`src/rtl/pc_fetch_control.sv`:
```
// pc_fetch_control: fetch/execute sequencer for the 8-bit single-cycle CPU.
// Owns the PC, fetches instruction words over the IMEM busywait handshake,
// holds each word stable while it executes, stalls on data memory, and
// selects the next PC from the decoded JUMP/BRANCH controls and OFFSET.
//
// Ports:
//   CLK            system clock, rising-edge
//   RESET          asynchronous active-low reset
//   IMEM_BUSYWAIT  instruction memory busy (0 = INSTR_IN valid)
//   INSTR_IN       instruction word from instruction memory
//   DMEM_BUSYWAIT  data memory busy, holds the instruction in execute
//   JUMP, BRANCH   decoded control for the executing instruction
//   ZERO           ALU zero flag for the executing instruction
//   OFFSET         signed word offset (instruction bits 23:16)
//   IMEM_READ      instruction memory read request
//   PC             current instruction address (also IMEM address)
//   INSTRUCTION    latched instruction word for decode
//   INSTR_VALID    INSTRUCTION is valid (execute state)
//   COMMIT         one-cycle datapath write enable
//   STALL          fetching, or execute waiting on data memory
//   INSTR_COUNT    retired-instruction counter (wraps)
module pc_fetch_control #(
  parameter int unsigned            PC_WIDTH  = 32,
  parameter logic [PC_WIDTH-1:0]    RESET_PC  = '0,
  parameter int unsigned            CNT_WIDTH = 16
) (
  input  logic                 CLK,
  input  logic                 RESET,
  input  logic                 IMEM_BUSYWAIT,
  input  logic [31:0]          INSTR_IN,
  input  logic                 DMEM_BUSYWAIT,
  input  logic                 JUMP,
  input  logic                 BRANCH,
  input  logic                 ZERO,
  input  logic [7:0]           OFFSET,
  output logic                 IMEM_READ,
  output logic [PC_WIDTH-1:0]  PC,
  output logic [31:0]          INSTRUCTION,
  output logic                 INSTR_VALID,
  output logic                 COMMIT,
  output logic                 STALL,
  output logic [CNT_WIDTH-1:0] INSTR_COUNT
);

  typedef enum logic [1:0] {
    S_BOOT  = 2'd0,
    S_FETCH = 2'd1,
    S_EXEC  = 2'd2
  } state_t;

  localparam logic [PC_WIDTH-1:0] PC_STEP = PC_WIDTH'(4);

  state_t                state, next_state;
  logic                  fetch_done;
  logic                  commit;
  logic                  taken;
  logic [PC_WIDTH-1:0]   pc_reg;
  logic [PC_WIDTH-1:0]   pc_plus4;
  logic [PC_WIDTH-1:0]   offset_ext;
  logic [PC_WIDTH-1:0]   next_pc;
  logic [31:0]           instr_reg;
  logic [CNT_WIDTH-1:0]  count_reg;

  // Offset is in words: sign-extend, then scale by 4 by appending two zeros.
  always_comb begin
    offset_ext = {{(PC_WIDTH-8){OFFSET[7]}}, OFFSET};
    taken      = JUMP | (BRANCH & ZERO);
    pc_plus4   = pc_reg + PC_STEP;
    next_pc    = taken ? (pc_plus4 + {offset_ext[PC_WIDTH-3:0], 2'b00}) : pc_plus4;
  end

  always_ff @(posedge CLK or negedge RESET) begin
    if (!RESET) begin
      state <= S_BOOT;
    end else begin
      state <= next_state;
    end
  end

  // Outputs are pure state decodes except COMMIT/STALL in execute, so an
  // asynchronous reset (state -> S_BOOT) drops them without a clock.
  always_comb begin
    next_state  = state;
    IMEM_READ   = 1'b0;
    INSTR_VALID = 1'b0;
    commit      = 1'b0;
    STALL       = 1'b1;
    fetch_done  = 1'b0;
    case (state)
      S_BOOT: begin
        next_state = S_FETCH;
      end
      S_FETCH: begin
        IMEM_READ = 1'b1;
        if (!IMEM_BUSYWAIT) begin
          fetch_done = 1'b1;
          next_state = S_EXEC;
        end
      end
      S_EXEC: begin
        INSTR_VALID = 1'b1;
        STALL       = DMEM_BUSYWAIT;
        commit      = ~DMEM_BUSYWAIT;
        if (!DMEM_BUSYWAIT) begin
          next_state = S_FETCH;
        end
      end
      default: begin
        next_state = S_BOOT;
      end
    endcase
  end

  always_ff @(posedge CLK or negedge RESET) begin
    if (!RESET) begin
      pc_reg    <= RESET_PC;
      instr_reg <= '0;
      count_reg <= '0;
    end else begin
      if (fetch_done) begin
        instr_reg <= INSTR_IN;
      end
      if (commit) begin
        pc_reg    <= next_pc;
        count_reg <= count_reg + CNT_WIDTH'(1);
      end
    end
  end

  assign COMMIT      = commit;
  assign PC          = pc_reg;
  assign INSTRUCTION = instr_reg;
  assign INSTR_COUNT = count_reg;

endmodule

```
`config.mk`:
```
export PLATFORM = sky130hd
export DESIGN_NAME = pc_fetch_control
export DESIGN_NICKNAME = d
export VERILOG_FILES = /design/src/rtl/pc_fetch_control.sv
export SDC_FILE = /design/constraint.sdc
export NUM_CORES = 1
export LEC_CHECK = 0
export ABC_AREA = 1
export CORE_MARGIN = 2
export CORE_UTILIZATION = 30
export DETAILED_ROUTE_END_ITERATION = 12
export GPL_TIMING_DRIVEN = 0
export HOLD_SLACK_MARGIN = 0.05
export PLACE_DENSITY_LB_ADDON = 0.1
export SYNTH_ARGS = -nofsm -noshare
export SYNTH_HDL_FRONTEND = slang
export SYNTH_SLANG_ARGS = --single-unit
```
`constraint.sdc`:
```
create_clock -name CLK -period 2.9 [get_ports CLK]
set_input_delay 0.725 -clock CLK [delete_from_list [all_inputs] [get_ports CLK]]
set_output_delay 0.725 -clock CLK [all_outputs]
set_load 0.05 [all_outputs]
```
# Yosys cells after proc, flatten, opt, wreduce, memory -nomap -nowiden
# Index checks and enable logic that the tools add are counted.
# totals
elab_cells	26
output_inout_bits	84
ff_bits	82
in_bits	47
# classes
n_addsub	3
reduce_logical	2
eq_ne	4
n_mux	10
bitwise_logic	3
# op_table
cell	n
32-bit by 3-bit adder with 32-bit output (second input constant)	1
32-bit adder	1
32-bit 2-to-1 mux	1
16-bit by 1-bit adder with 16-bit output (second input constant)	1
1-bit 2-to-1 mux	6
2-bit case mux with 3 select lines	1
2-bit 2-to-1 mux	2
2-bit != test (second input constant)	2
2-bit by 1-bit == test with 1-bit output (second input constant)	1
2-bit == test (second input constant)	1
2-bit zero test	1
2-bit AND reduction	1
1-bit bitwise AND	1
1-bit NOT	1
1-bit bitwise OR	1

# Logic depth before layout (Yosys ltp)
# Gate-level depths: netlist (run 1).
# logic_depth
word_depth	3
depth_mapped	22

# Least setup slack after synthesis (run 1)
# OpenSTA, ideal clock, no wires.
# synth_path
kind	reg-to-reg
from	reg pc_reg[3], in the netlist PC[3]
to	reg pc_reg[15], in the netlist PC[15]
t_arrival_ns	2.827
setup_slack_ns	-0.086
period_less_slack_ns	2.986
path_stages_with_launch	18
path_buffers	0
path_cell_list	dfrtp_1 ha_1 nand3_2 nor2_1 xor2_1 inv_1 ha_1 nand2_1 inv_1 nand2_1 nand2_1 a21oi_1 nand2_1 or2_2 nand3_1 nand2_1 nand2_1 o21ai_0
# synth_via
elab_chain_len	3
# synth_lines
item	line_no	text
from (decl)	57	logic [PC_WIDTH-1:0] pc_reg;
from (signal assigned)	124	pc_reg <= next_pc;
32-bit by 3-bit adder with 32-bit output *	68	pc_plus4 = pc_reg + PC_STEP;
32-bit adder	69	next_pc = taken ? (pc_plus4 + {offset_ext[PC_WIDTH-3:0], 2'b00}) : pc_plus4;
32-bit 2-to-1 mux *	69	
# Every way passes the cells marked *; elsewhere a longest branch is shown, timed or not.
# A chain may end at the register's enable or synchronous reset.

# Final worst setup path (run 1)
# layout_path
from	reg pc_reg[3], in the netlist PC[3]
to	reg pc_reg[26], in the netlist PC[26]
# The elaborated chain is that of the path after synthesis.

==> results of run 1 <==
==> through the flow <==
step | utilization, % | TNS [ns] | area (µm²) | cells
finish | 45.9 | 0 | 10000 | 1431
global route | 45.9 | -0.701 | 10000 | 1431
CTS | 41.4 | -0.159 | 9030 | 1399
detailed placement | 38.1 | -24.50 | 8320 | 1368
global placement | 38.0 | -199.36 | 8290 | 1367
floorplan | - | 0 | 6660 | 959
==> power groups by stage <==
stage / clock network, W / logic [W] / registers [W]
floorplan: 0 / 0.00299 / 0.00351
global placement: 0 / 0.00653 / 0.00206
detailed placement: 0 / 0.00653 / 0.00206
CTS: 0.00112 / 0.00693 / 0.00204
global route: 0.00117 / 0.00855 / 0.00213
finish: 0.00110 / 0.00792 / 0.00204
==> logic make-up (layout without fill, tap and decap cells) <==
family          after synthesis  in the layout
mux                          32             32
buf+inv                     160            352
fa+ha+maj                    39             39
flops                        80             80
compound gates               82             82
xor+xnor                     36             36
other cells                   1              2
simple gates                528            528
==> how the worst max path moves through the flow <==
stage | cells after the start | slack, ns | start | end
2_1_floorplan | 18 | 0.01 | PC[8]$_DFFE_PN0P_ | PC[15]$_DFFE_PN0P_
3_3_place_gp | 1 | -2.51 | RESET | PC[3]$_DFFE_PN0P_
3_5_place_dp | 13 | -1.16 | OFFSET[7] | PC[15]$_DFFE_PN0P_
4_1_cts | 18 | -0.04 | PC[3]$_DFFE_PN0P_ | PC[23]$_DFFE_PN0P_
5_1_grt | 17 | -0.08 | PC[2]$_DFFE_PN0P_ | PC[25]$_DFFE_PN0P_
6_report | 17 | 0.06 | PC[3]$_DFFE_PN0P_ | PC[26]$_DFFE_PN0P_
==> Yosys cell counts (2+ instances only) <==
cell	instances	area share, %
dfrtp_1	80	30
nand2_4	2	0.34
o211ai_1	2	0.23
o21ai_0	23	1.7
nand3b_1	3	0.34
clkbuf_1	7	0.40
or2_2	8	0.75
nor3_1	16	1.2
nand3_1	76	5.7
nor2_8	2	0.60
nand2_1	308	17
o21bai_1	5	0.56
a21oi_1	34	2.6
a21boi_0	2	0.23
nand4_2	2	0.38
buf_2	5	0.38
buf_4	2	0.23
a21boi_1	2	0.23
or2_1	2	0.19
xor2_1	26	3.4
ha_1	38	7.1
clkinv_1	2	0.11
nor2_4	5	0.85
nand2_2	3	0.28
inv_1	139	7.8
xnor2_1	9	1.2
nor2_1	66	3.7
nor2_2	6	0.56
a22oi_1	2	0.23
inv_2	3	0.17
nor3_2	4	0.60
o21ai_1	4	0.30
nand3_2	4	0.60
and2_1	4	0.38
nand4_1	13	1.2
a21oi_2	3	0.40
mux2_2	32	5.4
==> area by class of cell <==
class,count,share of cell area (%)
well taps,280,3.50
clock buffers,9,2.25
repair buffers,177,16.7
plain buffers,15,0.787
clock inverters,7,0.562
multi-input cells,719,50.6
inverters,144,5.44
flip-flops and latches,80,20.2
==> timing repair <==
| item | in CTS | in global routing |
|---|---|---|
| setup buffers | 16 | 32 |
| gates resized for setup | 85 | 160 |
| pin swaps | 8 | 56 |
| endpoints found under the hold margin | 0 | 0 |
| setup endpoints to repair | 25 | 22 |
==> sequential cells by signal (all words and copies together) (netlist names) <==
signal       cells
PC              30
state            2
INSTRUCTION     32
INSTR_COUNT     16
==> routing by layer <==
metal | track usage, % | share of wire, % | vias up
met5 | 0 | 0 | -
met3 | 2.64 | 3.7 | 20
met2 | 30.6 | 47 | 126
met1 | 27.3 | 48 | 3094
met4 | 3.88 | 1.1 | 0
li1 | - | - | 3408
==> results.sh, run 1 <==
export IMPL_status="completed"
export IMPL_fmax_ghz=0.352
export IMPL_synth_simple_area_share_pct=35.7
export IMPL_power_switching_w=0.00592
export IMPL_preCtsSetupSlack_ns=-1.16
export IMPL_worst_r2r_setup_slack_ns=0.06
export IMPL_worst_path_max_fanout=5
export IMPL_io_pins=131
export IMPL_synth_ff_type="dfrtp_1"
export IMPL_synthAdderAreaFrac_pct=7.45
export IMPL_grt_pass1_vias=6355
export IMPL_cts_tree="built"
export IMPL_yosysSeqAreaShare_pct=30.1
export IMPL_grt_use_total_pct=19.0
export IMPL_setup_viol=0
export IMPL_wl_per_cell_um=15.9
export IMPL_post_route_period_util_pct=98.0
export IMPL_final_layout_size_suffix_gt1_share_pct=29.2
export IMPL_synthMuxAreaShare_pct=5.42
export IMPL_fillCellCount=2215
export IMPL_ys_ff_latch=80
export IMPL_clkLatencyLatePin_ns=0.34
export IMPL_cts_max_path_buffers=2
export IMPL_synth_warnings=0
export IMPL_htree_levels=3
export IMPL_grt_overflow=0
export IMPL_cp_end_kind="register"
export IMPL_crit_path_max_incr_delay_ns=0.42
export IMPL_crit_chain="ha_4, nand3_4, nor3_4, nand4_4, nor2_1, nand2_1, nand2_1, inv_2, ha_4, nand2_4, buf_4, nor3_2, nand3_1, nand4_1, nand3_1, nand2_1, nand2_1"
export IMPL_synth_area_per_cell_um2=6.94
export IMPL_antenna_left=0
export IMPL_slowest_stage="dfrtp_2"
export IMPL_cts_made_buffers=9
export IMPL_grt_max_degree=64
export IMPL_cts_sinks=80
export IMPL_diodes=0
export IMPL_row_count=54
export IMPL_cp_arrival_ns=3.07
export IMPL_synth_distinct_cells=51
export IMPL_timing_critical_path_mode_cell="nand2_1"
export IMPL_fp_dieW_um=153
export IMPL_seqPwrFrac_pct=18.5
export IMPL_layout_commonest_cell="nand2_1"
export IMPL_dpl_hpwl_um=17700
export IMPL_crit_type="reg -> reg"
export IMPL_synth_cells=958
export IMPL_powerDensity_nw_per_um2=1100
export IMPL_synth_compound_area_share_pct=7.09
export IMPL_async_reset_ff_share_pct=100
export IMPL_layout_setup_ws_ns=0.0584
export IMPL_holdWs_ns=0.256
export IMPL_cts_root_buffer_cell="clkbuf_16"
export IMPL_startpoint_type="register"
export IMPL_syn_area_um2=6650
export IMPL_postRouteWirelength_um=22700
export IMPL_drv_slew=0
export IMPL_layout_common_cells="271 x nand2_1, 132 x inv_1, 124 x clkdlybuf4s50_1, 63 x dfrtp_1, 58 x nand3_1"
export IMPL_synth_top_family_by_area="simple AND/OR/NAND/NOR gates"
export IMPL_port_buffers=128
export IMPL_p_clk_share_pct=9.9
export IMPL_grt_pass1_wl_um=35200
export IMPL_vias=6648
export IMPL_drv_cap=0
export IMPL_drc=0
export IMPL_drtPass1Iterations=4
export IMPL_p_comb_share_pct=71.6
export IMPL_antenna_found_initial=0
export IMPL_start_util_pct=30.5
export IMPL_fin_worst_skew_ns=0.00745
export IMPL_reg2reg_depth=17
export IMPL_hp_class="in -> async"
export IMPL_syn_to_final_growth_pct=50.7
export IMPL_drt_iter0_drc=392
export IMPL_die_area_um2=23400
export IMPL_vias_per_cell=4.65
export IMPL_ir_worst_vdd_uv=793
export IMPL_switching_share_pct=53.5
export IMPL_nNetsFinal=1232
export IMPL_core_um2=21800
export IMPL_dieHeight_um=153
export IMPL_gp_congestion=0.917
export IMPL_finalHoldViolations=0
export IMPL_tightestPinTransition_ns=0.775
export IMPL_crit_buf_inv=2
export IMPL_leakagePower_nw=4.73
export IMPL_fin_crit_ns=2.84
export IMPL_p_int_w=0.00514
export IMPL_power_total_w=0.0111
export IMPL_cp_required_ns=3.13
export IMPL_cts_hold_buf=0
export IMPL_clk_pin_slew_ns=0.07
export IMPL_ff_latch_area_um2=2020
export IMPL_synthXorXnorAreaFrac_pct=4.85
export IMPL_r2r_end="PC[26]$_DFFE_PN0P_"
export IMPL_timing_rr_start="PC[3]$_DFFE_PN0P_"
export IMPL_synth_edf_count=0
export IMPL_rsz0062_at_grt="yes"
export IMPL_multi_input_area_um2=5070
export IMPL_maxSlewHeadroom_pct=48.3
export IMPL_crit_family="simple AND/OR/NAND/NOR gates"
Note: power is estimated with default switching activity, not from simulation.
==> run 2: changes to the inputs <==
==> constraint.sdc (replaced) <==
create_clock -name CLK -period 3.5 [get_ports CLK]
set_input_delay 0.875 -clock CLK [delete_from_list [all_inputs] [get_ports CLK]]
set_output_delay 0.875 -clock CLK [all_outputs]
set_load 0.05 [all_outputs]
==> results.sh, run 2 (same netlist as run 1, synthesis figures left out) <==
export IMPL_status="completed"
export IMPL_post_route_period_util_pct=93.2
export IMPL_nNetsFinal=1186
export IMPL_cts_hold_buf=0
export IMPL_timing_rr_start="PC[3]$_DFFE_PN0P_"
export IMPL_fmax_ghz=0.306
export IMPL_layout_commonest_cell="nand2_1"
export IMPL_vias=6515
export IMPL_p_int_w=0.00383
export IMPL_cts_tree="built"
export IMPL_port_buffers=128
export IMPL_crit_type="reg -> reg"
export IMPL_critPathLaunch="PC[3]$_DFFE_PN0P_"
export IMPL_dieHeight_um=153
export IMPL_grt_max_degree=46
export IMPL_drv_slew=0
export IMPL_worstHoldPathCells=1
export IMPL_diodes=0
export IMPL_grt_overflow=0
export IMPL_seqPwrFrac_pct=20.6
export IMPL_maxSlewHeadroom_pct=48.8
export IMPL_multi_input_area_um2=4050
export IMPL_fillCellCount=2367
export IMPL_drtPass1Iterations=5
export IMPL_core_um2=21800
export IMPL_tightestPinTransition_ns=0.768
export IMPL_final_layout_size_suffix_gt1_share_pct=10.5
export IMPL_cp_required_ns=3.71
export IMPL_preCtsSetupSlack_ns=-0.718
export IMPL_dp_cells=1368
export IMPL_layout_common_cells="308 x nand2_1, 139 x inv_1, 124 x clkdlybuf4s50_1, 79 x dfrtp_1, 76 x nand3_1"
export IMPL_grt_pass1_wl_um=34600
export IMPL_power_switching_w=0.00437
export IMPL_clk_pin_slew_ns=0.07
export IMPL_finalNonFillerCells=1385
export IMPL_setup_viol=0
export IMPL_finalHoldViolations=0
export IMPL_ir_worst_vdd_uv=672
export IMPL_grt_use_total_pct=18.6
export IMPL_antenna_found_initial=0
export IMPL_gp_congestion=0.894
export IMPL_wl_per_cell_um=15.7
export IMPL_powerDensity_nw_per_um2=945
export IMPL_dpl_instance_area_um2=8300
export IMPL_worst_r2r_setup_slack_ns=0.24
export IMPL_vias_per_cell=4.70
export IMPL_min_from="INSTR_COUNT[15]$_DFFE_PN0P_"
export IMPL_clkLatencyLatePin_ns=0.33
export IMPL_drc=0
export IMPL_die_area_um2=23400
export IMPL_start_util_pct=30.5
export IMPL_p_clk_share_pct=13.4
export IMPL_cts_sinks=80
export IMPL_p_comb_share_pct=66.0
export IMPL_antenna_left=0
export IMPL_switching_share_pct=53.3
export IMPL_layout_setup_ws_ns=0.236
export IMPL_fp_dieW_um=153
export IMPL_cts_max_path_buffers=2
export IMPL_io_pins=131
export IMPL_leakagePower_nw=4.36
export IMPL_power_total_w=0.00820
export IMPL_largest_register_ffs=32
export IMPL_cts_made_buffers=9
export IMPL_drt_iter0_drc=502
export IMPL_ff_latch_area_um2=2000
export IMPL_startpoint_type="register"
export IMPL_worst_path_max_fanout=5
export IMPL_stdcell_area_um2=8680
export IMPL_row_count=54
export IMPL_postRouteWirelength_um=21800
export IMPL_whs_endpoint="INSTR_COUNT[15]$_DFFE_PN0P_"
export IMPL_grt_pass1_vias=6217
export IMPL_drv_cap=0
export IMPL_dpl_hpwl_um=17800
export IMPL_htree_levels=3
export IMPL_syn_to_final_growth_pct=30.5
export IMPL_r2r_end="PC[15]$_DFFE_PN0P_"
export IMPL_cts_root_buffer_cell="clkbuf_16"
export IMPL_reg2reg_depth=15
export IMPL_fin_worst_skew_ns=0.00773
export IMPL_cp_arrival_ns=3.47
export IMPL_rsz0062_at_grt="no"
export IMPL_hp_class="reg -> reg"
export IMPL_cp_end_kind="register"
export IMPL_fin_crit_ns=3.26
[run 2: critical path, cell delays in order (launching register included)]
cell and delay, ns:
dfrtp_1 0.46, ha_1 0.24, nand3_2 0.16, nor3_4 0.29, buf_4 0.16, xor2_1 0.24
ha_1 0.34, a21oi_2 0.20, nand2_1 0.10, a21oi_1 0.13, nand2_1 0.18, or2_2 0.32
nand3_1 0.11, nand2_1 0.08, nand2_1 0.06, o21ai_0 0.07
[run 2: power by group through the flow]
| stage | registers [W] | clock network, W | logic (W) |
|---|---|---|---|
| detailed placement | 0.00170 | 0 | 0.00541 |
| global placement | 0.00170 | 0 | 0.00541 |
| global route | 0.00176 | 0.00116 | 0.00591 |
| CTS | 0.00168 | 0.00113 | 0.00543 |
| finish | 0.00169 | 0.00110 | 0.00541 |
| floorplan | 0.00290 | 0 | 0.00248 |
[run 2: routing by layer]
layer | routed length (µm) | track usage (%)
met1 | 10700 | 27.5
met2 | 9530 | 28.7
met3 | 1160 | 2.89
met4 | 363 | 4.14
met5 | 0 | 0
[run 2: worst max-delay path by stage]
stage / cells past startpoint / endpoint
4_1_cts: 5 / STALL
3_3_place_gp: 1 / PC[2]$_DFFE_PN0P_
5_1_grt: 18 / PC[15]$_DFFE_PN0P_
2_1_floorplan: 17 / PC[15]$_DFFE_PN0P_
6_report: 15 / PC[15]$_DFFE_PN0P_
3_5_place_dp: 10 / PC[29]$_DFFE_PN0P_
[run 2: final cells by class]
cell class	instances	share of cell area, %
plain buffers	15	0.894
clock buffers	10	2.64
clock inverters	6	1.33
inverters	144	6.24
multi-input cells	719	46.7
flip-flops and latches	80	23.1
well taps	280	4.04
repair buffers	131	15.1
[run 2: stage by stage]
stage	hold slack, ns	utilization (%)	setup TNS, ns
6_report	0.470	39.8	0
5_1_grt	0.489	39.8	0
2_1_floorplan	0.579	-	0
3_5_place_dp	0.461	38.1	-13.38
3_3_place_gp	0.460	38.0	-146.28
4_1_cts	0.475	39.6	-0.00119
[run 2: repair_timing]
action | CTS | global route
buffers inserted | 0 | 2
endpoints found under the setup margin | 23 | 6
endpoints found under the hold margin | 0 | 0
resized for setup | 7 | 9
pin swaps | 0 | 1
